<file path="config.mk">
export PLATFORM = sky130hd
export DESIGN_NAME = xosera_bus_master
export DESIGN_NICKNAME = d
export VERILOG_FILES = /design/src/rtl/xosera_bus_master.sv
export SDC_FILE = /design/constraint.sdc
export NUM_CORES = 1
export LEC_CHECK = 0
export ABC_CLOCK_PERIOD_IN_PS = 2370
export CAP_MARGIN = 10
export CORE_MARGIN = 3
export CORE_UTILIZATION = 29
export CTS_CLUSTER_DIAMETER = 120
export DETAILED_ROUTE_END_ITERATION = 6
export HOLD_SLACK_MARGIN = 0.02
export SKIP_LAST_GASP = 1
export SLEW_MARGIN = 5
export SYNTH_ARGS = -nofsm -noshare
export SYNTH_HDL_FRONTEND = slang
export SYNTH_SLANG_ARGS = --single-unit
</file>
<file path="constraint.sdc">
create_clock -name clk -period 2.37 [get_ports clk]
set_clock_uncertainty 0.1 [all_clocks]
set_input_delay 0.5925 -clock clk [delete_from_list [all_inputs] [get_ports clk]]
set_output_delay 0.5925 -clock clk [all_outputs]
set_load 0.01 [all_outputs]
</file>
<file path="src/rtl/xosera_bus_master.sv">
// Xosera host-bus initiator: turns a single-cycle 16-bit register request
// into one or two strobed 8-bit bus cycles (high byte first, then low byte).
module xosera_bus_master #(
  parameter int SETUP_CYC  = 1,
  parameter int STROBE_CYC = 3,
  parameter int HOLD_CYC   = 1
) (
  input  logic        clk,
  input  logic        reset,
  input  logic        req,
  input  logic        req_write,
  input  logic        req_byte,
  input  logic [3:0]  req_reg,
  input  logic [15:0] req_wdata,
  output logic        busy,
  output logic        done,
  output logic [15:0] rdata,
  output logic        bus_cs_n_o,
  output logic        bus_rd_nwr_o,
  output logic [3:0]  bus_reg_num_o,
  output logic        bus_bytesel_o,
  output logic [7:0]  bus_data_o,
  input  logic [7:0]  bus_data_i
);

  localparam logic [1:0] IDLE   = 2'd0;
  localparam logic [1:0] SETUP  = 2'd1;
  localparam logic [1:0] STROBE = 2'd2;
  localparam logic [1:0] HOLD   = 2'd3;

  // Phase counter reload values (counter counts down to 0 in each state)
  localparam logic [1:0] SETUP_LD  = 2'(SETUP_CYC - 1);
  localparam logic [1:0] STROBE_LD = 2'(STROBE_CYC - 1);
  localparam logic [1:0] HOLD_LD   = 2'(HOLD_CYC - 1);

  logic [1:0]  state_reg, state_next;
  logic [1:0]  phase_reg, phase_next;
  logic        lo_reg, lo_next;          // byte flag: 0=HI byte, 1=LO byte
  logic        write_reg, byte_reg;
  logic [3:0]  reg_num_reg;
  logic [15:0] wdata_reg;
  logic        accept;
  logic        capture;
  logic        done_next;

  // Effective request fields: live inputs on the accept cycle so the first
  // SETUP cycle already drives the new address/data.
  logic        write_eff;
  logic [3:0]  reg_eff;
  logic [15:0] wdata_eff;

  assign accept    = (state_reg == IDLE) && req;
  assign write_eff = accept ? req_write : write_reg;
  assign reg_eff   = accept ? req_reg   : reg_num_reg;
  assign wdata_eff = accept ? req_wdata : wdata_reg;

  // Next-state logic: phase counter sequences SETUP -> STROBE -> HOLD per byte
  always_comb begin
    state_next = state_reg;
    phase_next = phase_reg;
    lo_next    = lo_reg;
    done_next  = 1'b0;
    capture    = 1'b0;
    case (state_reg)
      IDLE: begin
        if (req) begin
          state_next = SETUP;
          phase_next = SETUP_LD;
          lo_next    = req_byte;
        end
      end
      SETUP: begin
        if (phase_reg == 2'd0) begin
          state_next = STROBE;
          phase_next = STROBE_LD;
        end else begin
          phase_next = phase_reg - 2'd1;
        end
      end
      STROBE: begin
        if (phase_reg == 2'd0) begin
          capture    = ~write_reg;
          state_next = HOLD;
          phase_next = HOLD_LD;
        end else begin
          phase_next = phase_reg - 2'd1;
        end
      end
      default: begin // HOLD
        if (phase_reg == 2'd0) begin
          if (!lo_reg) begin
            state_next = SETUP;
            phase_next = SETUP_LD;
            lo_next    = 1'b1;
          end else begin
            state_next = IDLE;
            done_next  = 1'b1;
          end
        end else begin
          phase_next = phase_reg - 2'd1;
        end
      end
    endcase
  end

  // State, request latch and read-data assembly
  always_ff @(posedge clk) begin
    if (reset) begin
      state_reg   <= IDLE;
      phase_reg   <= 2'd0;
      lo_reg      <= 1'b0;
      write_reg   <= 1'b0;
      byte_reg    <= 1'b0;
      reg_num_reg <= 4'd0;
      wdata_reg   <= 16'd0;
      rdata       <= 16'd0;
    end else begin
      state_reg <= state_next;
      phase_reg <= phase_next;
      lo_reg    <= lo_next;
      if (accept) begin
        write_reg   <= req_write;
        byte_reg    <= req_byte;
        reg_num_reg <= req_reg;
        wdata_reg   <= req_wdata;
      end
      if (capture) begin
        if (lo_reg) begin
          rdata[7:0] <= bus_data_i;
          if (byte_reg) begin
            rdata[15:8] <= 8'd0;
          end
        end else begin
          rdata[15:8] <= bus_data_i;
        end
      end
    end
  end

  // Registered outputs derived from the next state so they align with it
  always_ff @(posedge clk) begin
    if (reset) begin
      busy          <= 1'b0;
      done          <= 1'b0;
      bus_cs_n_o    <= 1'b1;
      bus_rd_nwr_o  <= 1'b1;
      bus_reg_num_o <= 4'd0;
      bus_bytesel_o <= 1'b0;
      bus_data_o    <= 8'd0;
    end else begin
      busy       <= (state_next != IDLE);
      done       <= done_next;
      bus_cs_n_o <= (state_next != STROBE);
      if (state_next == IDLE) begin
        bus_rd_nwr_o  <= 1'b1;
        bus_reg_num_o <= 4'd0;
        bus_bytesel_o <= 1'b0;
        bus_data_o    <= 8'd0;
      end else begin
        bus_rd_nwr_o  <= ~write_eff;
        bus_reg_num_o <= reg_eff;
        bus_bytesel_o <= lo_next;
        if (write_eff) begin
          bus_data_o <= lo_next ? wdata_eff[7:0] : wdata_eff[15:8];
        end else begin
          bus_data_o <= 8'd0;
        end
      end
    end
  end

endmodule

</file>
==> metrics.txt <==
status finished, final reports clean; largest net degree at the start of global routing 30; Residual DRC 0; post-route ant nets 0; Starting Density 30.29%; total number of vias between 1500 and 2000; Root Driver clkbuf_8; Max VDD drop just over 0.6 mV; largest area contributor in the netlist dfxtp_1; PnR Total Power 3.908 mW; synthesis-stage register bit count 60; Total GRT Usage 13.25%; Mapped Nets 278; # rows 32; die width 96.54 um; Synth cell types 38; hold_ws approximately 350 ps; PostCTS Resize Cnt 0; maximum root-to-sink buffer count 2; setup bufs post-CTS 0; CP Class flop to flop; Slowest-stage cell, CP a2111o_1; total grt overflow 0; Worst setup SP type flop; CTS Buf Count 9; via/cell ratio 4.651; drt pass-1 iters 4; CP cell instances inv_1, ha_1, nor2b_4, a2111o_1, o211ai_4, buf_12, a211oi_2; fin util 43.72%; CTS sink count 60; Mapped Area 2377 um2; fin crit period 2187 ps; Synth area leaders dfxtp_1, mux2i_1, nor2_1; Mapped Cells 237; maxcap violations 0; first-pass GRT wire length 9.218 mm; Avg Inst Size Synth ~10 um2; crit path DAT 2280 ps; Clk Latency, worst-skew pair roughly 330 ps; synth warn 0; fraction of final layout cells sized beyond drive strength 1 13.06%; final setup fails 0; worst setup margin 182.9 ps; hold_buf cts 0; WL/cell approximately 13 um; Hold/Removal Path Class flop to flop; fillcell total 785; endpoints failing hold 0; crit-path leading delay family compound AO/OA/AOI/OAI gates; Place WS -28.24 ps; Post-synth EDFFs 0; Worst setup EP type flop; Yosys top cell area share 50.53%; RSZ-0062 raised after global routing false; IO buf count 65; Final #Nets 350; Final Max Slew Viols 0; Crit path required time 2470 ps; Most used DFF post-synth dfxtp_1; Die Y roughly 97 um; maximum fanout along the worst path 9; Iteration-0 DRC Markers 98; leakage 1.346 nW; antenna violations before repair 0; final period utilization 92.28%; buffers and inverters on the worst path 2; I/O pin total 66; worst-margin pin slew around 560 ps; antenna diode count 0; sequential share of the synthesized area 50.53%; H-tree Lvls 3; Area Growth Syn to Fin 44.32%; Die ar. 9320 um2; crit-path max cell delay 470 ps; max frequency 0.4572 GHz; Pwr Density about 1100 nW/um2; ys async rst share 0%; Slew headroom 62.88%; Post-Route WL between 5 and 6 mm; TritonCTS clock tree done; Detail Placement HPWL roughly 4 mm; core area 7848 um2; Clock transition at path regs 70 ps; GP Congestion 0.8511; number of global-route vias before repair 1897
## final cells by class
| cell class | count | area, um2 | share of cell area (%) |
|---|---|---|---|
| flip-flops and latches | 60 | 1201 | 35.01 |
| multi-input cells | 160 | 1094 | 31.87 |
| repair buffers | 72 | 723.2 | 21.08 |
| clock inverters | 7 | 138.9 | 4.048 |
| well taps | 102 | 127.6 | 3.720 |
| clock buffers | 9 | 123.9 | 3.611 |
| inverters | 6 | 22.52 | 0.6565 |
## kinds of logic (layout without fill, tap and decap cells)
family                     count (synthesis)  in the layout  synth area share, %
AOI/OAI and AO/OA                         54             54                17.89
muxes                                     21             21                8.947
buffers and inverters                     17             94                3.473
DFF                                       60             60                50.53
and+or+nand+nor                           77             77                14.95
adders and majority gates                  8              8                4.211
## cells in the final DEF (no fill, tap or decap), types with 2 or more instances in the layout
cell and count:
a22oi_1 8, nand2_1 19, mux2_2 2, inv_1 6
clkinv_2 2, nand3_1 2, mux2i_1 19, and2_1 2
nor3_1 7, o21ai_0 5, buf_4 5, bufinv_16 4
a21oi_1 14, nor2b_1 3, nor2_1 36, clkdlybuf4s50_1 64
dfxtp_1 60, a211oi_2 8, o21a_1 2, ha_1 8
buf_12 2, clkbuf_8 9, a21boi_0 7
## per-stage QoR
step,area [um2],setup TNS (ps),cells
global placement,3168,-7.755,400
global route,3431,0,416
detailed placement,3168,-28.24,400
finish,3431,0,416
floorplan,2377,0,237
CTS,3431,0,416
## worst reg2reg max path, stage by stage (launching register included)
cell      delay, ps
dfxtp_1         440
inv_1           140
ha_1            310
nor2b_4         180
a2111o_1        470
o211ai_4        200
buf_12          160
a211oi_2         50
## worst paths after layout
kind	endpoint	start	slack (ps)	cells past startpoint
worst min-delay path	byte_reg$_SDFFE_PP0P_	byte_reg$_SDFFE_PP0P_	350	2
worst max register to register	bus_data_o[7]$_SDFF_PP0_	state_reg[1]$_SDFF_PP0_	180	7
worst min register to register	byte_reg$_SDFFE_PP0P_	byte_reg$_SDFFE_PP0P_	350	2
worst max-delay path	bus_data_o[7]$_SDFF_PP0_	state_reg[1]$_SDFF_PP0_	180	7
## synthesized netlist by cell type (2+ instances only)
cell	n
mux2i_1	19
a21boi_0	7
buf_2	3
a22oi_1	8
nor2b_1	3
nor2_1	36
o21ai_0	5
dfxtp_1	60
a21oi_1	14
clkbuf_1	6
mux2_2	2
o21a_1	2
inv_1	6
nor3_1	7
a211oi_2	8
ha_1	8
nand3_1	2
buf_6	2
and2_1	2
nand2_1	19
## report_power, final
group,switching [mW],internal [mW]
Sequential,0.0956,1.19
Clock,0.398,0.803
Combinational,0.772,0.646
## routing by layer
layer | vias to the layer above | global-route usage [%] | wire length, um
li1 | 963 | - | -
met1 | 903 | 16.52 | 2560
met2 | 61 | 20.80 | 2560
met3 | 8 | 5.732 | 400
met4 | 0 | 3.855 | 55
met5 | - | 0 | 0
(Power assumes the default switching activity.)
==> edit 1, RTL diff (same flow settings) <==
Make the reset (`reset`) asynchronous in 2 clocked blocks.
--- a/src/rtl/xosera_bus_master.sv
+++ b/src/rtl/xosera_bus_master.sv
@@ -105,5 +105,5 @@
 
   // State, request latch and read-data assembly
-  always_ff @(posedge clk) begin
+  always_ff @(posedge clk or posedge reset) begin
     if (reset) begin
       state_reg   <= IDLE;
@@ -139,5 +139,5 @@
 
   // Registered outputs derived from the next state so they align with it
-  always_ff @(posedge clk) begin
+  always_ff @(posedge clk or posedge reset) begin
     if (reset) begin
       busy          <= 1'b0;
Formal check against the unedited RTL: differs if reset is asserted again (counterexample within 4 cycles, from zero or initial values and one cycle with reset high); with reset held inactive, the same outputs for 10 cycles.
==> edit 1 against the unedited design <==
Synthesized area grew 5.7%. Via count shrank 9.9%. Setup slack better by 0.089 ns. Non-clock buffer count rose by 1. Routed wire length decreased by 0.72%. Synthesized cell count down 21%. Maximum frequency is 4.2% higher. Power increased by 29%. Utilization is 0.45 points lower. Sequential cell count unchanged. Hold slack improved by 0.042 ns. Cell area up 4.7%. Largest power group unchanged.
==> edit 1: results (changes against the unedited design) <==
Outcome
  • Run status: finished, final reports clean

Drt
  • Top Metal Used: met4
  • Drt first pass iters: 4 (unchanged)
  • Met3 WL: 321 um (-20%)
  • Drt first-iter violations: 45 (-54%)
  • Via Count: 1743 (-9.9%)
  • Met1 WL: 2710 um (+6.0%)
  • Wire length per cell: 14.6 um (+9.3%)
  • DR WL met2: 2460 um (-4.0%)

Clocking
  • Post-CTS Setup Inserts: 0 (unchanged)
  • Root Buffer: clkbuf_8
  • Max Root-Sink Buffers: 2 (unchanged)
  • Worst-path clk slew: ~0.060 ns
  • PostCTS Resize Cnt: 0 (unchanged)
  • H-Tree Depth: 3 (unchanged)
  • CTS buffer count: 9 (unchanged)
  • Worst-Skew Late Latency: 0.33 ns (about the same)

Placed design
  • Detailed placement HPWL: 3920 um (-1.6%)
  • IO buf count: 65 (unchanged)
  • Placer Congestion: 0.768 (-9.7%)
  • Cell area after placement: 0.00339 mm^2 (+7.0%)

Hold path
  • HP Class: reg -> reg
  • Hold Path Cell Cnt: 1 (-1)

Synthesis
  • Yosys warnings: 0 (unchanged)
  • Post-synth top cells: 58 x dfrtp_1, 30 x mux2_2, 11 x a21oi_1
  • Synth Area in Adders: 4.48% (+0.27 points)
  • Synth top area cells: dfrtp_1 58%, mux2_2 13%, ha_1 4.5%
  • Cell variety after synth: 32 (-16%)
  • Complex-gate fraction of the synthesized area: 9.61% (-8.3 points)
  • XOR/XNOR Fraction of Synth Area: 0% (unchanged)
  • Async SR Flop Fraction: 100% (+100 points)
  • Sequential-to-total area share from yosys stat: 59.9% (+9.3 points)
  • Post-synthesis net count: 230 (-17%)
  • Proportion of synthesized area in mux cells: 13.8% (+4.9 points)

Worst setup path
  • Worst path max stage delay: approximately 0.46 ns
  • CP max-delay cell: dfrtp_1
  • Top delay family on crit path: compound AO/OA/AOI/OAI gates
  • R2R depth: 7 (unchanged)
  • WP data arrival: 2.22 ns (-0.06 ns)
  • Crit Path Max Fanout: 11 (+2)

Global route
  • First-pass GRT wire length: 9330 um (+1.2%)
  • Initial antenna violation count: 0 (unchanged)
  • Largest net degree at the start of global routing: 25 (-17%)
  • GRT Util Overall: 12.0% (-1.2 points)
  • Global-route met3 utilization: 4.03% (-1.7 points)
  • Met1 Resource Use GR: 17.3% (+0.75 points)
  • Met2 Track Usage GR: 17.5% (-3.3 points)
  • Vias in the first global route: 1831 (-3.5%)

Cells and area
  • Fill cell count: 797 (+1.5%)
  • Nets: 310 (-11%)
  • Share of cells above drive strength 1: 22.7% (+9.7 points)
  • Diodes inserted: 0 (unchanged)

Timing
  • Slew margin rel.: 60.5% (-2.4 points)

Pwr
  • Combinational power: 2390 uW (+68%)
  • Pleak: 0.00156 uW (+16%)
  • Sequential logic power: 1740 uW (+35%)
  • Maximum vdd ir drop: 0.598 mV (-2.3%)
  • Switching share of power: 33.4% (+0.98 points)
[edit 1: cell count changes after synthesis, sizes merged, moves of 7 or more]
cell	unedited run	this run
a211oi	9	0
a21boi	7	0
a22o	0	8
a22oi	8	0
dfrtp	0	58
dfxtp	60	0
mux2	2	30
mux2i	19	1
nand2	20	5
nor2	36	3
nor4	0	8
[edit 1: worst register-to-register path: cells and delay by family, from the launching register on]
| kind | cells | cell delay [ns] |
|---|---|---|
| fa+ha+maj | 1 | 0.27 |
| flops | 1 | 0.46 |
| buf+inv | 2 | 0.28 |
| simple gates | 2 | 0.41 |
| compound gates | 2 | 0.47 |
[edit 1: worst paths after layout]
kind / start / slack [ns] / end
min in group asynchronous: reset / 0.49 / bus_reg_num_o[3]
min: reg_num_reg[3] / 0.39 / reg_num_reg[3]
max: state_reg[0] / 0.27 / bus_data_o[7]
max reg2reg: state_reg[0] / 0.27 / bus_data_o[7]
max in group asynchronous: reset / 1.14 / bus_rd_nwr_o
min reg2reg: reg_num_reg[3] / 0.39 / reg_num_reg[3]
[edit 1: through the flow]
stage               total power (uW)  cells  util, %  setup slack, ns  hold WS [ns]
floorplan                       3170    188        -            0.196         0.365
global placement                4140    362     40.8            0.117         0.375
detailed placement              4160    362     40.8           0.0583         0.378
CTS                             5120    378     43.3            0.254         0.395
global route                    5430    378     43.3           0.0934         0.398
finish                          5060    378     43.3            0.272         0.391
[edit 1: layout make-up]
class / instances / area [um^2] / share of cell area (%)
clock buffer: 12 / 155 / 4.32
clock inverter: 4 / 47.5 / 1.32
inverter: 8 / 30.0 / 0.836
multi-input combinational: 116 / 950 / 26.4
sequential: 60 / 1500 / 41.9
tap: 105 / 131 / 3.66
timing repair buffer: 73 / 773 / 21.5
==> edit 2, RTL diff (config.mk and constraints unchanged) <==
Without the edit above. Change the parameter `HOLD_CYC` from 1 to 0.
--- a/src/rtl/xosera_bus_master.sv
+++ b/src/rtl/xosera_bus_master.sv
@@ -4,5 +4,5 @@
   parameter int SETUP_CYC  = 1,
   parameter int STROBE_CYC = 3,
-  parameter int HOLD_CYC   = 1
+  parameter int HOLD_CYC   = 0
 ) (
   input  logic        clk,
Formal check against the unedited RTL: not equivalent (a bounded check fails within 10 cycles, from zero or initial values and one cycle with reset high).
==> edit 2 against the unedited design <==
Non-clock buffer count rose by 12. Maximum frequency increased by 2.1%. Sequential cell count is the same. Synthesized area grew 0.84%. Via count grew 2.2%. Power shrank 7.8%. Cell area rose by 1.8%. Setup slack improved by 0.046 ns. Hold slack better by 0.00062 ns. Routed wire length is 7.5% higher.
==> edit 2: results (changes against the unedited design) <==
Outcome
  • Run status: finished, final reports clean

Global route
  • Vias in the first global route: 2090 (+10%)
  • GRT Util Overall: 13.7% (+0.45 points)
  • Largest net degree at the start of global routing: 21 (-30%)
  • First-pass GRT wire length: 10300 um (+12%)
  • Met2 Track Usage GR: 21.4% (+0.59 points)
  • Global-route met3 utilization: 4.83% (-0.90 points)
  • Met1 Resource Use GR: 17.2% (+0.65 points)

Cells and area
  • Nets: 362 (+3.4%)
  • Fill cell count: 775 (-1.3%)
  • Share of cells above drive strength 1: 16.0% (+2.9 points)
  • Final Non-Filler Cells: 428 (+2.9%)

Worst setup path
  • Critical R2R Capture: bus_data_o[3]
  • Reg2Reg Setup Slack: 0.23 ns (+0.05 ns)
  • Worst path max stage delay: 0.44 ns (-0.03 ns)
  • Worst reg2reg startpoint: state_reg[1]
  • WP data arrival: 2.24 ns (-0.04 ns)
  • R2R depth: 6 (-1)
  • CP max-delay cell: dfxtp_1

Placed design
  • Post-Place Setup Slack: 0.00900 ns (+0.0372 ns)
  • Cell total after placement: 412 (+3.0%)
  • Detailed placement HPWL: 4370 um (+9.6%)
  • Cell area after placement: 0.00326 mm^2 (+2.8%)
  • Placer Congestion: 0.847 (-0.43%)

Pwr
  • Maximum vdd ir drop: 0.379 mV (-38%)
  • Combinational power: 1220 uW (-14%)
  • Switching share of power: 30.8% (-1.6 points)
  • Pleak: 0.00137 uW (+1.8%)
  • Flop pwr share: 36.1% (+3.1 points)

Synthesis
  • Sequential-to-total area share from yosys stat: 50.1% (-0.42 points)
  • Proportion of synthesized area in mux cells: 9.24% (+0.29 points)
  • Post-synth top cells: 60 x dfxtp_1, 33 x nor2_1, 20 x nand2_1
  • Cell variety after synth: 35 (-7.9%)
  • Synth Area in Adders: 4.18% (-0.035 points)
  • Post-synth EDFFs: 0 (unchanged)
  • Synth top area cells: dfxtp_1 50%, a211oi_1 5.6%, nor2_1 5.2%
  • Mean cell area of the mapped netlist: 10.1 um^2 (+0.42%)
  • Complex-gate fraction of the synthesized area: 17.1% (-0.78 points)
  • Most frequent cell after synthesis: dfxtp_1
  • Post-synthesis net count: 279 (+0.36%)

Timing
  • Hold slack: 0.351 ns (+0.000617 ns)
  • Slew @ Worst Pin: 0.445 ns (-0.112 ns)
  • Period Utilization, post-route: 90.3% (-1.9 points)

Drt
  • Met1 WL: 2780 um (+8.8%)
  • Final wirelength: 6000 um (+7.5%)
  • DR WL met2: 2850 um (+11%)
  • Met3 WL: 234 um (-42%)
  • Via Count: 1977 (+2.2%)
  • Drt first-iter violations: 73 (-26%)

Clocking
  • PostCTS Resize Cnt: 0 (unchanged)
  • Root Buffer: clkbuf_8
[edit 2: cell count changes in the layout (fill, tap and decap cells not counted), moves of 3 or more]
| cell | unedited run | this run |
|---|---|---|
| buf_4 | 5 | 19 |
| a211oi_2 | 8 | 2 |
| mux2_2 | 2 | 9 |
| a21oi_1 | 14 | 11 |
| a21boi_0 | 7 | 0 |
| nor2_1 | 36 | 33 |
| a211oi_1 | 1 | 18 |
| clkbuf_8 | 9 | 12 |
| mux2i_1 | 19 | 12 |
| nor3_1 | 7 | 3 |
| and2_1 | 2 | 8 |
[edit 2: final cells by class]
type / count / area (um^2) / area share (%)
Sequential cell: 60 / 1200 / 34.4
Multi-Input combinational cell: 159 / 1110 / 31.7
Timing Repair Buffer: 84 / 793 / 22.7
Clock buffer: 13 / 169 / 4.84
Tap cell: 102 / 128 / 3.65
Clock inverter: 3 / 67.6 / 1.93
Inverter: 7 / 26.3 / 0.752
